--- config.mk ---
export PLATFORM = sky130hd
export DESIGN_NAME = cla_pipe_adder
export DESIGN_NICKNAME = d
export VERILOG_FILES = /design/src/rtl/cla_pipe_adder.sv
export SDC_FILE = /design/constraint.sdc
export NUM_CORES = 1
export LEC_CHECK = 0
export BUFFER_PORTS_ARGS = -buffer_cell sky130_fd_sc_hd__buf_2
export CORE_ASPECT_RATIO = 2
export CORE_MARGIN = 1.5
export CORE_UTILIZATION = 51
export DETAILED_ROUTE_END_ITERATION = 16
export GPL_ROUTABILITY_DRIVEN = 0
export HOLD_SLACK_MARGIN = 0.15
export PLACE_DENSITY_LB_ADDON = 0.12
export RECOVER_POWER = 100
export REMOVE_ABC_BUFFERS = 1
export SLEW_MARGIN = 10
export SYNTH_ARGS = -nofsm -noshare
export SYNTH_HDL_FRONTEND = slang
export SYNTH_SLANG_ARGS = --single-unit
--- constraint.sdc ---
create_clock -name clk -period 4.8 [get_ports clk]
set_clock_uncertainty 0.2 [all_clocks]
set_input_delay 0.72 -clock clk [delete_from_list [all_inputs] [get_ports clk]]
set_output_delay 0.72 -clock clk [all_outputs]
set_load 0.05 [all_outputs]
--- src/rtl/cla_pipe_adder.sv ---
// Pipelined carry-lookahead adder/subtractor: one BLK-bit lookahead slice per stage,
// a single global enable stalls every stage together under output backpressure.
module cla_pipe_adder #(
    parameter int WIDTH = 32,
    parameter int BLK   = 8
) (
    input  logic             clk,
    input  logic             rst,
    input  logic             in_valid,
    output logic             in_ready,
    input  logic [WIDTH-1:0] a,
    input  logic [WIDTH-1:0] b,
    input  logic             cin,
    input  logic             sub,
    output logic             out_valid,
    input  logic             out_ready,
    output logic [WIDTH-1:0] sum,
    output logic             cout,
    output logic             ovf
);
    localparam int BLK_S = (BLK < 1) ? 1 : BLK;
    localparam int NSTG  = WIDTH / BLK_S;

    if ((BLK < 1) || ((WIDTH % BLK_S) != 0) || (NSTG < 1)) begin : g_bad_param
        $error("cla_pipe_adder: WIDTH must be a positive multiple of BLK");
    end

    logic             en;
    logic [WIDTH-1:0] b_eff;
    logic             c_eff;

    assign en       = !out_valid || out_ready;
    assign in_ready = en && !rst;
    assign b_eff    = sub ? ~b : b;
    assign c_eff    = cin ^ sub;

    // Stage k consumes the low BLK bits of what is left of the operands and
    // forwards only the still-unused upper bits, so operand storage shrinks per stage.
    for (genvar k = 0; k < NSTG; k++) begin : stg
        localparam int IW = WIDTH - k * BLK_S;
        localparam int DW = (k + 1) * BLK_S;

        logic [IW-1:0]    a_in;
        logic [IW-1:0]    b_in;
        logic             c_in;
        logic             v_in;
        logic [DW-1:0]    s_nx;
        logic [BLK_S-1:0] p;
        logic [BLK_S-1:0] g;
        logic [BLK_S-1:0] s_sl;
        logic [BLK_S:0]   c;
        logic             v_q;
        logic             c_q;
        logic [DW-1:0]    s_q;

        if (k == 0) begin : g_src
            assign a_in = a;
            assign b_in = b_eff;
            assign c_in = c_eff;
            assign v_in = in_valid && in_ready;
            assign s_nx = s_sl;
        end else begin : g_src
            assign a_in = stg[k-1].g_op.a_q;
            assign b_in = stg[k-1].g_op.b_q;
            assign c_in = stg[k-1].c_q;
            assign v_in = stg[k-1].v_q;
            assign s_nx = {s_sl, stg[k-1].s_q};
        end

        assign p = a_in[BLK_S-1:0] ^ b_in[BLK_S-1:0];
        assign g = a_in[BLK_S-1:0] & b_in[BLK_S-1:0];

        always_comb begin
            c    = '0;
            c[0] = c_in;
            for (int i = 0; i < BLK_S; i++) begin
                c[i+1] = g[i] | (p[i] & c[i]);
            end
        end

        assign s_sl = p ^ c[BLK_S-1:0];

        always_ff @(posedge clk) begin
            if (rst) begin
                v_q <= 1'b0;
                c_q <= 1'b0;
                s_q <= '0;
            end else if (en) begin
                v_q <= v_in;
                c_q <= c[BLK_S];
                s_q <= s_nx;
            end
        end

        if (k < NSTG - 1) begin : g_op
            logic [IW-BLK_S-1:0] a_q;
            logic [IW-BLK_S-1:0] b_q;

            always_ff @(posedge clk) begin
                if (en) begin
                    a_q <= a_in[IW-1:BLK_S];
                    b_q <= b_in[IW-1:BLK_S];
                end
            end
        end

        // Only the final slice holds the MSB, so overflow is formed there alone.
        if (k == NSTG - 1) begin : g_last
            logic ovf_q;

            always_ff @(posedge clk) begin
                if (rst) begin
                    ovf_q <= 1'b0;
                end else if (en) begin
                    ovf_q <= c[BLK_S] ^ c[BLK_S-1];
                end
            end
        end
    end

    assign out_valid = stg[NSTG-1].v_q;
    assign sum       = stg[NSTG-1].s_q;
    assign cout      = stg[NSTG-1].c_q;
    assign ovf       = stg[NSTG-1].g_last.ovf_q;

endmodule
==> results_dict.tcl, run 1 <==
set metrics [dict create \
    status "complete, but fails checks" \
    violations "capacitance limit, slew limit" \
    slew_violations 181 \
    regArea_sq_um 4664 \
    yosysMostFrequentCell "nand2_1" \
    fin_crit_ns 4.576 \
    post_cts_resized 0 \
    firstDrtPassIters 4 \
    syn_avg_cell_area_sq_um 12.41 \
    fin_nets 764 \
    wl_per_cell_um 13.82 \
    drc 0 \
    timing.max_cap.violations 2 \
    arrival_ns 4.64 \
    grt_pass1_wl_um 18400 \
    powerDensity_nw_per_um2 458.5 \
    cts_buffers 17 \
    regToRegStartpoint "stg[2].g_op.a_q[0]" \
    highest_layer "met4" \
    yosys-top-cells-count "144 x nand2_1, 96 x edfxtp_1, 89 x dfxtp_1" \
    yosysTopAreaCell "edfxtp_1" \
    startpoint_type "input port" \
    overflow 0 \
    fin_util 0.6061 \
    fin_crit_sh 0.9533 \
    vias 4079 \
    drt-vias-per-instance 4.914 \
    cp_num_buf_inv 2 \
    layout-drive-gt1-share 0.1570 \
    clk_pin_slew_worst_paths_ns 0.07 \
    holdCritStartpoint "stg[1].g_op.b_q[13]" \
    multi_input_area_sq_um 2047 \
    clockBufferDepth 2 \
    pin_count 106 \
    cts.hold.buffers_added 0 \
    crit_family "adder cells" \
    initial_core_util 0.5226 \
    hold_viol_final 0 \
    ir_drop_mv 0.2746 \
    synth_simple_gate_area_frac 0.08908 \
    grt_max_degree 115 \
    setup_viol 0 \
    root_buffer "clkbuf_16" \
    die_w_um 85.98 \
    synth_xor_area_frac 0.04240 \
    syn_to_final_growth_pct 15.96 \
    die_h_um 169.0 \
    worst_slack_ns 0.2244 \
    drtIter0Drc 296 \
    num_rows 60 \
    pre_cts_slack_ns -0.2722 \
    critPathLaunch "sub" \
    cp_slowest_cell "fa_1" \
    grt_usage 0.1644 \
    ys_seq_area_frac 0.6642 \
    die_area_sq_um 14530 \
    syn_inst 566 \
    rsz0062_at_grt "no" \
    synth_async_sr_flop_share 0 \
    antenna_cells 0 \
    cts_tree "yes" \
    wl_met2_um 6452 \
    worstMarginPinSlew_ns 2.975 \
    htreeDepth 4 \
    synth_compound_area_frac 0.06841 \
    leakage_nw 3.249 \
    required_ns 4.86 \
    slew_headroom -0.9835 \
    crit_chain "clkbuf_4, xnor2_1, fa_1, fa_2, fa_1, fa_1, fa_1, fa_1, fa_1, inv_1, fa_1, nand2_1, a21oi_1" \
    netlist_area_sq_um 7023 \
    clock_latency_ns 0.41 \
    drt-met1-wl_um 4516 \
    antenna_found_initial 0 \
    synthTopCellsByArea "edfxtp_1 41%, dfxtp_1 25%, fa_1 9.1%" \
    endpoint_kind "flip-flop" \
    path_common_cell "fa_1" \
    drt-total-wl_um 11470 \
    core_area_sq_um 13440 \
    min_path_type "reg2reg" \
    synthAdderAreaFrac 0.09122 \
    cts_sinks 185 \
    fillers 1119 \
    r2r_slack_ns 0.62 \
    synthMuxAreaShare 0 \
    max_freq_mhz 218.6 \
    yosysWarnings 0 \
    synth_top_area_frac 0.4105 \
    synth_top_family_by_area "adder cells" \
    synth_top_flop_cell "edfxtp_1" \
    yosysUniqueCellTypes 16 \
    worst-setup-path-type "in2reg" \
    cts_setup_buffers 0 \
    hpwl_um 7260 \
    synth_edf_count 96 \
    drtAntennaViolNets 0 \
    ys_seq_elements 185 \
    io_buffer_count 105 \
    grt_pass1_vias 4066 \
    wl_met3_um 344 \
    critPathMaxFanout 5 \
    finalPower_mw 3.734 \
    critical-path-max-stage-delay_ns 0.43 \
]
kinds of logic after synthesis:
kind of cell,count (synthesis)
xor+xnor,34
flops,185
fa+ha+maj,32
simple gates,164
buf+inv,63
compound gates,88
cell usage in the layout, fill, tap and decap left out:
cell        synthesis  routed
nand2_1           144     144
edfxtp_1           96      96
dfxtp_1            89      89
a21oi_1            72      72
buf_2               8      66
clkbuf_1            9      39
fa_1               32      31
inv_1              29      29
xor2_1             25      25
nor2_1             19      19
clkbuf_16           0      17
a211oi_1           16      16
xnor2_1             9       9
inv_8               0       4
clkinv_8            0       4
clkinv_4            0       3
clkinvlp_4          0       2
clkbuf_2            0       2
buf_4              14       2
nor2b_4             1       1
fa_2                0       1
clkinv_2            0       1
inv_6               0       1
bufinv_16           0       1
clkbuf_4            0       1
stage by stage:
stage | setup TNS (ns) | hold WS (ns) | instances | instance area (sq um)
global placement | -0.2272 | 0.2008 | 798 | 7584
finish | 0 | 0.2157 | 830 | 8144
global route | 0 | 0.2147 | 830 | 8144
floorplan | 0 | 0.2003 | 533 | 6822
detailed placement | -0.2768 | 0.2045 | 798 | 7584
CTS | 0 | 0.2145 | 830 | 8197
where the power goes:
| group | leakage, nW | internal, mW | total (mW) | switching [mW] |
|---|---|---|---|---|
| logic | 1.21 | 0.153 | 0.433 | 0.280 |
| clock network | 0.296 | 0.750 | 1.39 | 0.642 |
| registers | 1.75 | 1.84 | 1.91 | 0.0728 |
| total | 3.25 | 2.74 | 3.73 | 0.995 |
per-layer routing:
| metal | up-vias | global-route usage |
|---|---|---|
| met5 | - | 0 |
| met4 | 0 | 0.05961 |
| met3 | 12 | 0.03608 |
| met2 | 78 | 0.3054 |
| met1 | 1940 | 0.1798 |
| li1 | 2049 | - |
registers in the layout, indices dropped and copies added, names as in the netlist:
signal	flops
ovf	1
stg.v_q	3
out_valid	1
cout	1
stg.s_q	48
stg.c_q	3
sum	32
stg.g_op.b_q	48
stg.g_op.a_q	48
layout make-up:
class                      count  area share
sequential                   185      0.5727
multi-input combinational    318      0.2513
timing repair buffer         110     0.06253
clock buffer                  17     0.05224
tap                          155     0.02381
clock inverter                15     0.02305
inverter                      30     0.01429
final timing paths:
path	endpoint	depth (start not counted)
setup / recovery	stg[0].s_q[7]	13
hold / removal	stg[2].g_op.b_q[5]	0
setup reg to reg	sum[31]	12
hold reg to reg	stg[2].g_op.b_q[5]	0
Power figures use the tool's default switching activity.
==> run 2, diff against run 1 <==
Settings changed: BUFFER_PORTS_ARGS -buffer_cell sky130_fd_sc_hd__buf_2 to -buffer_cell sky130_fd_sc_hd__buf_4.
==> run 2 against run 1 <==
Compared with the run above: sequential power about the same; worst setup slack lost 0.059 ns; power increased by 0.95%; combinational power rose by 4%; critical path depth is the same; critical endpoint unchanged; the run still ends with capacitance limit, slew limit left; wire length increased by 2.0%; flip-flop and latch count unchanged; final area up 2.1%; via count rose by 2.2%.
==> results_dict.tcl, run 2 (synthesis gave the netlist of run 1 again) <==
set metrics [dict create \
    status "complete, but fails checks" \
    violations "capacitance limit, slew limit" \
    layout_commonest_cell "nand2_1" \
    grt_pass1_wl_um 18530 \
    crit_chain "buf_4, xnor2_1, fa_1, fa_1, fa_1, fa_1, fa_1, fa_1, fa_1, inv_1, fa_1, nand2_1, a21oi_1" \
    required_ns 4.87 \
    fin_nets 763 \
    htreeDepth 4 \
    fin_crit_ns 4.634 \
    hold_viol_final 0 \
    drtAntennaViolNets 0 \
    timing.max_cap.violations 2 \
    cp_num_buf_inv 2 \
    leakage_nw 3.305 \
    crit_family "adder cells" \
    antenna_cells 0 \
    die_w_um 85.98 \
    worstMarginPinSlew_ns 2.835 \
    min_path_type "reg2reg" \
    num_rows 60 \
    powerDensity_nw_per_um2 453.3 \
    critPathMaxFanout 6 \
    max_freq_mhz 215.8 \
    final_cell_mix "144 x nand2_1, 96 x edfxtp_1, 89 x dfxtp_1" \
    drt-vias-per-instance 5.028 \
    clk_pin_slew_worst_paths_ns 0.08 \
    path_common_cell "fa_1" \
    place_area_sq_um 7851 \
    top_regs "stg.g_op.a_q (48), stg.g_op.b_q (48), stg.s_q (48)" \
    drt-total-wl_um 11700 \
    place_inst 797 \
    critical-path-max-stage-delay_ns 0.46 \
    die_area_sq_um 14530 \
    pin_count 106 \
    hpwl_um 7376 \
    cp_slowest_cell "fa_1" \
    cts_sinks 185 \
    endpoint_kind "flip-flop" \
    finalPower_mw 3.769 \
    layout-drive-gt1-share 0.1543 \
    fin_util 0.6188 \
    worst_slack_ns 0.1659 \
    worst-setup-path-type "in2reg" \
    cts_tree "yes" \
    overflow 0 \
    clock_latency_ns 0.43 \
    final_cell_area_sq_um 8315 \
    holdWs_ns 0.2100 \
    initial_core_util 0.5226 \
    tns_ns 0 \
    final_cells 829 \
    ir_drop_mv 0.3393 \
    post_cts_resized 0 \
    io_buffer_count 105 \
    cts_setup_buffers 0 \
    arrival_ns 4.70 \
    antenna_found_initial 0 \
    fin_crit_sh 0.9654 \
    drtIter0Drc 212 \
    rsz0062_at_grt "no" \
    pre_cts_slack_ns -0.3080 \
    root_buffer "clkbuf_16" \
    cts_buffers 17 \
    die_h_um 169.0 \
    vias 4168 \
    slew_violations 206 \
    slew_headroom -0.8901 \
    core_area_sq_um 13440 \
    firstDrtPassIters 6 \
    wl_per_cell_um 14.11 \
    grt_max_degree 139 \
    cts.hold.buffers_added 0 \
    startpoint_type "input port" \
    syn_to_final_growth_pct 18.40 \
    grt_pass1_vias 3980 \
    setup_viol 0 \
    clockBufferDepth 2 \
    drc 0 \
    grt_usage 0.1696 \
]
-- run 2: cell types whose count changed in the layout (fill, tap and decap cells not counted), sizes merged --
cell    change
buf        -21
clkbuf     +21
clkinv      -1
-- run 2: worst paths after layout --
path	startpoint	endpoint	slack (ns)	depth (start not counted)
max	sub	stg[0].s_q[7]	0.17	13
max reg2reg	stg[2].g_op.a_q[0]	sum[31]	0.57	12
min reg2reg	stg[0].g_op.b_q[20]	stg[1].g_op.b_q[12]	0.21	0
min	stg[0].g_op.b_q[20]	stg[1].g_op.b_q[12]	0.21	0
-- run 2: layer usage --
metal  GRT usage  wire length [um]  vias to the layer above  part of all wire
met4     0.09046               352                        0             0.030
met1      0.1840              4495                     1992              0.38
li1            -                 -                     2052                 -
met2      0.2968              6367                       95              0.54
met3     0.04534               480                       29             0.041
met5           0                 0                        -                 0
-- run 2: area by class of cell --
| cell class | count | area, sq um |
|---|---|---|
| fillers | 1081 | 5122 |
| flip-flops and latches | 185 | 4664 |
| multi-input cells | 318 | 2044 |
| repair buffers | 109 | 671.9 |
| clock buffers | 18 | 439.2 |
| well taps | 155 | 193.9 |
| clock inverters | 14 | 185.2 |
| inverters | 30 | 116.4 |
-- run 2: where the power goes --
group	switching [mW]	internal [mW]	total, mW
combinational	0.283	0.168	0.451
sequential	0.0720	1.84	1.91
clock	0.645	0.766	1.41
==> run 3, diff against run 2 <==
Settings changed: CORE_UTILIZATION 51 to 50.
Clock period 4.8 ns to 5.3 ns, I/O delays scaled along.
==> run 3 against run 2 <==
Compared with the run above: hold slack improved by 0.0084 ns; critical path type unchanged; the run still ends with capacitance limit, slew limit left; power fell by 9.5%; first-iteration DRC count rose by 3.3%.
==> results_dict.tcl, run 3 (synthesis gave the netlist of run 1 again) <==
set metrics [dict create \
    top_regs "stg.g_op.a_q (48), stg.g_op.b_q (48), stg.s_q (48)" \
    worst_slack_ns 0.6388 \
    arrival_ns 4.74 \
    syn_to_final_growth_pct 18.88 \
    die_h_um 170.6 \
    slew_headroom -0.4700 \
    holdCritStartpoint "stg[1].g_op.b_q[9]" \
    grt_pass1_vias 4058 \
    fin_crit_ns 4.661 \
    final_cell_mix "144 x nand2_1, 96 x edfxtp_1, 89 x dfxtp_1" \
    layout_commonest_cell "nand2_1" \
    holdPathStages 0 \
    drtIter0Drc 219 \
    firstDrtPassIters 4 \
    pwr-share-comb 0.117 \
    worst-setup-path-type "in2reg" \
    drt-total-wl_um 11140 \
    r2r-end "sum[31]" \
    min_path_type "reg2reg" \
    critPathMaxFanout 5 \
    worstMarginPinSlew_ns 2.205 \
    io_buffer_count 105 \
    required_ns 5.38 \
    timing.max_cap.violations 1 \
    cts_sinks 185 \
    die_w_um 86.81 \
    grt_usage 0.1616 \
    switching_share 0.2583 \
    cts_setup_buffers 0 \
    p_seq_frac 0.506 \
    cts.hold.buffers_added 0 \
    layout-drive-gt1-share 0.1570 \
    status "complete, but fails checks" \
    ir_drop_mv 0.2559 \
    root_buffer "clkbuf_16" \
    rsz0062_at_grt "no" \
    clockBufferDepth 2 \
    r2r_slack_ns 1.22 \
    p_sw_mw 0.8810 \
    pre_cts_slack_ns 0.2069 \
    reg2regPathDepth 12 \
    post_cts_resized 0 \
    antenna_found_initial 0 \
    initial_core_util 0.5084 \
    p_int_mw 2.529 \
    clockPowerShare 0.376 \
    die_area_sq_um 14810 \
    fin_crit_sh 0.8795 \
    fin_nets 764 \
    pin_count 106 \
    clock_latency_ns 0.43 \
    hold_viol_final 0 \
    grt_max_degree 125 \
    max_freq_mhz 214.5 \
    cts_buffers 17 \
    drc 0 \
    regToRegStartpoint "stg[2].g_op.a_q[0]" \
    htreeDepth 4 \
    powerDensity_nw_per_um2 408.5 \
    leakage_nw 3.310 \
    drt-vias-per-instance 4.738 \
    vias 4094 \
    endpoint_kind "flip-flop" \
    clk_pin_slew_worst_paths_ns 0.07 \
    tns_ns 0 \
    wl_per_cell_um 12.90 \
    overflow 0 \
    drtAntennaViolNets 0 \
    grt_pass1_wl_um 18040 \
    core_area_sq_um 13810 \
    antenna_cells 0 \
    min_to "stg[2].g_op.b_q[1]" \
    setup_viol 0 \
    hpwl_um 7046 \
    num_rows 61 \
    startpoint_type "input port" \
    violations "capacitance limit, slew limit" \
    cts_tree "yes" \
    slew_violations 125 \
]
-- run 3: cell types whose count changed in the layout (fill, tap and decap cells not counted), moves of 2 or more --
cell      delta
inv_6        +4
clkbuf_4     +2
clkinv_8     -3
clkbuf_1     -2
clkinv_4     -2
-- run 3: final cells by class --
type | count | area [sq um]
Fill cell | 1153 | 5465
Sequential cell | 185 | 4664
Multi-Input combinational cell | 318 | 2037
Timing Repair Buffer | 110 | 684.4
Clock buffer | 17 | 425.4
Tap cell | 189 | 236.5
Clock inverter | 15 | 185.2
Inverter | 30 | 116.4
-- run 3: how the worst max path moves through the flow --
stage | startpoint | to | slack (ns) | cells past startpoint
3_5_place_dp | sub | stg[0].s_q[7] | 0.21 | 13
5_1_grt | sub | stg[0].s_q[7] | 0.48 | 13
6_report | sub | stg[0].s_q[7] | 0.64 | 13
3_3_place_gp | sub | stg[0].s_q[7] | 0.24 | 13
2_1_floorplan | cin | stg[0].s_q[7] | 0.54 | 12
4_1_cts | sub | stg[0].s_q[7] | 0.66 | 13
-- run 3: power by group through the flow --
| stage | combinational, mW | clock, mW | sequential [mW] |
|---|---|---|---|
| after global placement | 0.415 | 0 | 1.75 |
| after CTS | 0.432 | 1.31 | 1.73 |
| after floorplan | 0.182 | 0 | 1.84 |
| final | 0.400 | 1.28 | 1.73 |
| after global routing | 0.450 | 1.37 | 1.74 |
| after detailed placement | 0.428 | 0 | 1.76 |
-- run 3: layer usage --
layer | vias to the layer above | share of wire | wire, um | global-route usage
met3 | 34 | 0.038 | 425 | 0.03956
li1 | 2051 | - | - | -
met1 | 1919 | 0.38 | 4288 | 0.1797
met5 | - | 0 | 0 | 0
met2 | 90 | 0.53 | 5905 | 0.2706
met4 | 0 | 0.047 | 522 | 0.1045
-- run 3: metrics by stage --
stage	std cells	utilization	instance area, sq um	total power [mW]	hold slack (ns)
2_1_floorplan	533	-	6822	2.026	0.2003
3_3_place_gp	832	0.5711	7889	2.167	0.2005
3_5_place_dp	832	0.5711	7889	2.190	0.2045
4_1_cts	864	0.6153	8499	3.476	0.2183
5_1_grt	864	0.6044	8349	3.568	0.2214
6_report	864	0.6044	8349	3.410	0.2184
-- run 3: worst max-delay path, cell delays in order --
cell and delay, ns:
buf_4 0.16, xnor2_1 0.15, fa_1 0.42, fa_1 0.44, fa_1 0.43, fa_1 0.42
fa_1 0.43, fa_1 0.42, fa_1 0.40, inv_1 0.09, fa_1 0.42, nand2_1 0.07
a21oi_1 0.08
